[src/rtl/cluster_pkg.sv]
// cluster_pkg: shared definitions for the cluster merger output path.
// Holds default cluster field widths, the empty-slot address marker,
// the cluster record type and the serializer state encoding.
package cluster_pkg;

   localparam int                MXADRBITS   = 11;
   localparam int                MXCNTBITS   = 3;
   localparam logic [MXADRBITS-1:0] INVALID_ADR = 11'h7FE;

   typedef struct packed {
      logic [MXADRBITS-1:0] adr;
      logic [MXCNTBITS-1:0] cnt;
   } cluster_t;

   typedef enum logic {IDLE, SEND} state_t;

endpackage

[src/rtl/cluster_frame_serializer_popcount8.sv]
// popcount8: combinational population count of an 8-bit mask.
// Ports:
//   i_mask  [7:0]  input mask
//   o_count [3:0]  number of set bits (0..8)
module popcount8 (
   input  logic [7:0] i_mask,
   output logic [3:0] o_count
);

   always_comb begin
      o_count = 4'd0;
      for (int i = 0; i < 8; i++) o_count = o_count + 4'(i_mask[i]);
   end

endmodule

[src/rtl/cluster_frame_serializer.sv]
// cluster_frame_serializer: latches the merger's eight clusters on the frame
// pulse and streams them out two per clock4x cycle over four cycles.
// Optional feature macro: FRAME_BX_EN (12-bit per-frame counter on frame_bx_o;
// when undefined frame_bx_o is tied to 0).
// Ports:
//   clock4x        clock, 4x bunch-crossing rate
//   reset          synchronous active-high reset
//   mux_pulse_in   one-cycle frame pulse aligned with adr_in/cnt_in
//   adr_in/cnt_in  eight packed slots, slot k at [k*W +: W]
//   adr*/cnt*/vpf* lane 0 / lane 1 cluster and valid flag
//   frame_start_o  first pair of a frame
//   phase_o        pair index on the lanes (0..3)
//   nclusters_o    valid clusters in the current frame
//   sync_err_o     sticky early-pulse flag
//   frame_bx_o     frame counter value for the current frame
module cluster_frame_serializer #(
   parameter int                    MXADRBITS   = cluster_pkg::MXADRBITS,
   parameter int                    MXCNTBITS   = cluster_pkg::MXCNTBITS,
   parameter logic [MXADRBITS-1:0]  INVALID_ADR = cluster_pkg::INVALID_ADR
)(
   input  logic                   clock4x,
   input  logic                   reset,
   input  logic                   mux_pulse_in,
   input  logic [8*MXADRBITS-1:0] adr_in,
   input  logic [8*MXCNTBITS-1:0] cnt_in,
   output logic [MXADRBITS-1:0]   adr0_o,
   output logic [MXADRBITS-1:0]   adr1_o,
   output logic [MXCNTBITS-1:0]   cnt0_o,
   output logic [MXCNTBITS-1:0]   cnt1_o,
   output logic                   vpf0_o,
   output logic                   vpf1_o,
   output logic                   frame_start_o,
   output logic [1:0]             phase_o,
   output logic [3:0]             nclusters_o,
   output logic                   sync_err_o,
   output logic [11:0]            frame_bx_o
);
   import cluster_pkg::*;

   // Local record sized by this instance's parameters.
   typedef struct packed {
      logic [MXADRBITS-1:0] adr;
      logic [MXCNTBITS-1:0] cnt;
   } slot_t;

   slot_t        w_slot [8];
   logic [7:0]   w_vmask;
   logic [3:0]   w_ncnt;
   logic [1:0]   w_nphase;
   logic [2:0]   w_idx0, w_idx1;

   slot_t        r_buf [8];
   logic [7:0]   r_vmask;
   state_t       r_state;
   logic [1:0]   r_phase;

   always_comb begin
      for (int k = 0; k < 8; k++) begin
         w_slot[k].adr = adr_in[k*MXADRBITS +: MXADRBITS];
         w_slot[k].cnt = cnt_in[k*MXCNTBITS +: MXCNTBITS];
         w_vmask[k]    = (w_slot[k].adr != INVALID_ADR);
      end
   end

   popcount8 u_popcount8 (
      .i_mask  (w_vmask),
      .o_count (w_ncnt)
   );

   // Outputs are registered, so each update loads the pair for the phase
   // that becomes visible next.
   assign w_nphase = r_phase + 2'd1;
   assign w_idx0   = {w_nphase, 1'b0};
   assign w_idx1   = {w_nphase, 1'b1};
   assign phase_o  = r_phase;

   always_ff @(posedge clock4x) begin
      if (reset) begin
         r_state       <= IDLE;
         r_phase       <= 2'd0;
         r_vmask       <= 8'd0;
         frame_start_o <= 1'b0;
         nclusters_o   <= 4'd0;
         sync_err_o    <= 1'b0;
         adr0_o        <= INVALID_ADR;
         adr1_o        <= INVALID_ADR;
         cnt0_o        <= '0;
         cnt1_o        <= '0;
         vpf0_o        <= 1'b0;
         vpf1_o        <= 1'b0;
      end else if (mux_pulse_in) begin
         for (int k = 0; k < 8; k++) r_buf[k] <= w_slot[k];
         r_vmask       <= w_vmask;
         nclusters_o   <= w_ncnt;
         // A pulse before the last pair is out means the frame grid slipped.
         if (r_state == SEND && r_phase != 2'd3) sync_err_o <= 1'b1;
         r_state       <= SEND;
         r_phase       <= 2'd0;
         frame_start_o <= 1'b1;
         // Pair 0 goes straight from the inputs to hit the N+1 slot.
         adr0_o        <= w_slot[0].adr;
         cnt0_o        <= w_slot[0].cnt;
         vpf0_o        <= w_vmask[0];
         adr1_o        <= w_slot[1].adr;
         cnt1_o        <= w_slot[1].cnt;
         vpf1_o        <= w_vmask[1];
      end else if (r_state == SEND && r_phase != 2'd3) begin
         r_phase       <= w_nphase;
         frame_start_o <= 1'b0;
         adr0_o        <= r_buf[w_idx0].adr;
         cnt0_o        <= r_buf[w_idx0].cnt;
         vpf0_o        <= r_vmask[w_idx0];
         adr1_o        <= r_buf[w_idx1].adr;
         cnt1_o        <= r_buf[w_idx1].cnt;
         vpf1_o        <= r_vmask[w_idx1];
      end else begin
         r_state       <= IDLE;
         r_phase       <= 2'd0;
         frame_start_o <= 1'b0;
         nclusters_o   <= 4'd0;
         adr0_o        <= INVALID_ADR;
         adr1_o        <= INVALID_ADR;
         cnt0_o        <= '0;
         cnt1_o        <= '0;
         vpf0_o        <= 1'b0;
         vpf1_o        <= 1'b0;
      end
   end

`ifdef FRAME_BX_EN
   logic [11:0] r_bx_cnt;

   // Output shows the pre-increment count for the whole frame; wraps at 4096.
   always_ff @(posedge clock4x) begin
      if (reset) begin
         r_bx_cnt   <= 12'd0;
         frame_bx_o <= 12'd0;
      end else if (mux_pulse_in) begin
         frame_bx_o <= r_bx_cnt;
         r_bx_cnt   <= r_bx_cnt + 12'd1;
      end
   end
`else
   assign frame_bx_o = 12'd0;
`endif

endmodule

[config.mk]
export PLATFORM = sky130hd
export DESIGN_NAME = cluster_frame_serializer
export DESIGN_NICKNAME = d
export VERILOG_FILES = /design/src/rtl/cluster_pkg.sv /design/src/rtl/cluster_frame_serializer_popcount8.sv /design/src/rtl/cluster_frame_serializer.sv
export SDC_FILE = /design/constraint.sdc
export NUM_CORES = 1
export LEC_CHECK = 0
export ABC_AREA = 1
export BUFFER_PORTS_ARGS = -buffer_cell sky130_fd_sc_hd__clkbuf_2
export CELL_PAD_IN_SITES_DETAIL_PLACEMENT = 1
export CELL_PAD_IN_SITES_GLOBAL_PLACEMENT = 2
export CORE_MARGIN = 2
export CORE_UTILIZATION = 33
export CTS_CLUSTER_DIAMETER = 150
export CTS_CLUSTER_SIZE = 28
export DETAILED_ROUTE_END_ITERATION = 12
export PLACE_DENSITY_LB_ADDON = 0.1
export RECOVER_POWER = 50
export SYNTH_ARGS = -nofsm -noshare
export SYNTH_HDL_FRONTEND = slang
export SYNTH_SLANG_ARGS = --single-unit
export TNS_END_PERCENT = 20
[constraint.sdc]
create_clock -name clock4x -period 3.8 [get_ports clock4x]
set_input_delay 0 -clock clock4x [delete_from_list [all_inputs] [get_ports clock4x]]
set_output_delay 0 -clock clock4x [all_outputs]
set_load 0.05 [all_outputs]
==> metrics <==
initial antenna violation count 0; post-synth top area cell sky130_fd_sc_hd__edfxtp_1; maximum frequency from static timing analysis 0.303 GHz; global-route wire length before repair 31,900 um; clock tree from TritonCTS done; power per cell area 462 nW/um^2; quantity of gates resized following cts 0; global router's overall resource usage 19.5%; share of cells above drive strength 1 8.99%; top cells by area, synth sky130_fd_sc_hd__edfxtp_1 51%, sky130_fd_sc_hd__dfxtp_1 14%, sky130_fd_sc_hd__nand2_1 11%; synth unique cells 26; Data required, critical path 4110 ps; Worst Max-Slew Pin Slew 1100 ps; post-route cell area 9060 sq um; Row Count 51; setup repair after global routing missed its margin false; Avg Cell Area, Syn 10.1 sq um; post-CTS setup buffer count 0; core region area 19,500 sq um; biggest fanout along the worst timing path 3; netlist area before placement 6580 sq um; DR pass1 iterations 5; routed metal-1 wire length 9200 um; # Max-Cap Violations 0; detailed placement HPWL 12,600 um; mux contribution to synthesized area 0%; internal power contribution 3.12 mW; dominant cell by count in the synthesized netlist sky130_fd_sc_hd__nand2_1; remaining global-route overflow 0; layout overhead on the synthesized area 37.8%; top metal layer carrying routed signals met4; Final Hold Violating Endpoints 0; setup slack of the worst register-to-register path 1790 ps; WL/cell 16.9 um; Top Ports 165; critical path launch point type primary input; clock network power share 39.5%; combined flip-flop and latch cell area 4310 sq um; number of buffers inserted by hold repair at cts 113; sequential power share 48.0%; number of nets in the layout 1,033; minimum setup slack after placement 588 ps; synthesized-area fraction occupied by adder cells 1.98%; number of routed nets with antenna violations 0; kind of path behind the tightest hold check in -> reg; starting utilization of the core area 33.7%; final slew viol count 0; share of the clock period used by the worst path after layout 86.8%; total wire length after detailed routing 20,100 um; endpoint type of the worst setup path flip-flop; metal2 WL 9960 um; status completed; Leak Pwr 3.58 nW; end point of the most critical hold path r_vmask[3]$_SDFFE_PP0P_; gate count after technology mapping 650; stage delay of the slowest cell on the critical path 540 ps; Critical-path top delay cell sky130_fd_sc_hd__fa_1; reg2reg end adr1_o[9]$_SDFF_PP1_; Die Outline Area 21,100 sq um; x dimension of the die 145 um; number of remaining DRC errors 0; number of vias per cell after detailed routing 4.52; pin count of the biggest net entering global routing 124; main combinational cell family by area after synthesis simple AND/OR/NAND/NOR gates; net switching component of the power 1.07 mW; Post-Place Cell Area 7520 sq um; worst hold path stage count 2; clock edge transition at the registers on the reported setup and hold paths 60 ps; most prevalent standard cell on the critical path sky130_fd_sc_hd__fa_1; CP Launch Point adr_in[9]; worst-skew pair later-pin latency 430 ps; relative max-transition margin 26.4%; share of synthesized flip-flops with an asynchronous set or reset 0%; share of synthesized cell area in and, or, nand and nor gates 22.6%; minimum setup slack in the final design 503 ps; multi-input combinational cell area 1890 sq um; cell at the root of the clock tree sky130_fd_sc_hd__clkbuf_16; number of register bits inferred by synthesis 159; total negative slack for setup checks 0 ps; DRC violation total after the first TritonRoute iteration 284; depth of the CTS H-tree 4; height of the die 145 um; number of global-route vias before repair 5,803; IO buf count 152; Compound-Gate Fraction of Synth Area 3.42%; Final setup violation count 0; most common flop cell mapped by yosys sky130_fd_sc_hd__edfxtp_1; Synth warnings 0; DR WL met3 793 um; largest voltage drop on the vdd net 255 uV; clk sinks 159; via count 5,374; ordered cell list for the critical path dlygate4sd3_1, clkbuf_1, nand2_1, nor2_1, nand3_1, ha_1, fa_1, fa_1, inv_1, fa_1, inv_1, fa_1, nand2_1, nand2_1; number of buffers created by CTS 17; type of the worst setup path in -> reg; leading post-synthesis cells by instance count 184 x sky130_fd_sc_hd__nand2_1, 112 x sky130_fd_sc_hd__edfxtp_1, 67 x sky130_fd_sc_hd__nor2_1, 54 x sky130_fd_sc_hd__nand3_1; count of flip-flops with a built-in enable after synthesis 112; deepest clock path buffer count 2; share of Yosys cell area claimed by the top area cell type 51.1%; final worst path period need 3300 ps; worst clock skew 13.2 ps; routability congestion estimate from global placement 0.806; critical path arrival 3610 ps; switching portion of total power 25.5%; worst hold start mux_pulse_in; sequential area share after synthesis 65.4%; total power of the final layout 4.19 mW; Combinational Power Share 12.5%; worst reg2reg path depth 8; beginning of the worst register-to-register path phase_o[0]$_SDFF_PP0_; number of filler instances in the final layout 2,295; xor and xnor fraction of the mapped netlist area 0%; antenna fix cells 0
-- layout make-up --
cell class              count  area share (%)
multi-input cells         413            20.8
clock inverters            11            1.28
clock buffers              21            4.86
well taps                 265            3.66
flip-flops and latches    159            47.5
inverters                  50            2.10
repair buffers            269            19.7
-- power by group through the flow --
stage          clock network [mW]  logic (mW)  registers [mW]
3_5_place_dp                    0       0.446            2.05
2_1_floorplan                   0       0.202            2.13
5_1_grt                      1.77       0.574            2.02
6_report                     1.66       0.523            2.01
3_3_place_gp                    0       0.438            2.04
4_1_cts                      1.70       0.543            2.01
-- flip-flops by register name, indices dropped and copies added (netlist names), 2 cells and up --
register and flops:
phase_o 2, nclusters_o 4, adr0_o 11, r_buf 112
cnt1_o 3, cnt0_o 3, r_vmask 8, adr1_o 11
-- worst max-delay path, delay by kind of cell --
kind | cells | cell delay, ps
adder cells (fa/ha/maj) | 5 | 2200
AND/OR/NAND/NOR | 5 | 530
buffers and inverters | 4 | 880
-- cell families (layout without fill, tap and decap cells) --
logic type               Yosys count  count (layout)
adder cells (fa/ha/maj)            8               8
flip-flops                       159             159
AND/OR/NAND/NOR                  348             348
buffers and inverters             89             351
other                              1              12
AO/OA/AOI/OAI                     45              45
-- how the worst max path moves through the flow --
stage                                        endpoint  slack (ps)  cells past startpoint
after global placement    nclusters_o[1]$_SDFFE_PP0P_         680                     13
after detailed placement  nclusters_o[1]$_SDFFE_PP0P_         590                     13
after floorplan           nclusters_o[1]$_SDFFE_PP0P_        1050                     12
after CTS                 nclusters_o[1]$_SDFFE_PP0P_         510                     14
after global routing      nclusters_o[1]$_SDFFE_PP0P_         320                     14
final                     nclusters_o[1]$_SDFFE_PP0P_         500                     14
-- placed cells by master (no fill, tap or decap) --
cell type / netlist / layout
sky130_fd_sc_hd__and3_1: 6 / 6
sky130_fd_sc_hd__nor4_1: 1 / 1
sky130_fd_sc_hd__clkinv_4: 0 / 1
sky130_fd_sc_hd__nand2_2: 1 / 1
sky130_fd_sc_hd__o21ai_0: 14 / 14
sky130_fd_sc_hd__dfxtp_1: 47 / 46
sky130_fd_sc_hd__buf_4: 16 / 3
sky130_fd_sc_hd__fa_1: 4 / 4
sky130_fd_sc_hd__inv_6: 0 / 2
sky130_fd_sc_hd__nand4_1: 8 / 8
sky130_fd_sc_hd__ha_1: 4 / 3
sky130_fd_sc_hd__o21ai_1: 18 / 18
sky130_fd_sc_hd__clkbuf_2: 0 / 36
sky130_fd_sc_hd__a21oi_1: 13 / 13
sky130_fd_sc_hd__nor2_1: 67 / 67
sky130_fd_sc_hd__ha_2: 0 / 1
sky130_fd_sc_hd__nor3_1: 5 / 5
sky130_fd_sc_hd__clkinv_2: 0 / 3
sky130_fd_sc_hd__inv_2: 2 / 2
sky130_fd_sc_hd__buf_12: 0 / 1
sky130_fd_sc_hd__conb_1: 1 / 12
sky130_fd_sc_hd__or2_0: 11 / 11
sky130_fd_sc_hd__edfxtp_1: 112 / 112
sky130_fd_sc_hd__nor2_4: 2 / 2
sky130_fd_sc_hd__inv_4: 1 / 1
sky130_fd_sc_hd__clkbuf_16: 0 / 17
sky130_fd_sc_hd__or2_2: 9 / 9
sky130_fd_sc_hd__bufinv_16: 0 / 2
sky130_fd_sc_hd__dlygate4sd3_1: 0 / 113
sky130_fd_sc_hd__dfxtp_2: 0 / 1
sky130_fd_sc_hd__clkinv_1: 0 / 2
sky130_fd_sc_hd__clkinvlp_4: 0 / 1
sky130_fd_sc_hd__nand3_1: 54 / 54
sky130_fd_sc_hd__nand2_1: 184 / 184
sky130_fd_sc_hd__inv_1: 47 / 47
sky130_fd_sc_hd__clkbuf_1: 7 / 120
-- per-stage QoR --
| step | util [%] | hold WS (ps) | cells |
|---|---|---|---|
| CTS | 47.1 | 7.54 | 1188 |
| finish | 46.4 | 33.1 | 1188 |
| global route | 46.4 | 32.6 | 1188 |
| global placement | 38.5 | 179 | 1043 |
| detailed placement | 38.5 | 179 | 1043 |
| floorplan | - | 98.9 | 661 |
-- layer usage --
metal | GRT usage [%] | vias up
li1 | - | 2632
met1 | 25.8 | 2604
met2 | 33.1 | 126
met3 | 3.84 | 12
met4 | 4.85 | 0
met5 | 0 | -
(Power assumes the default switching activity.)
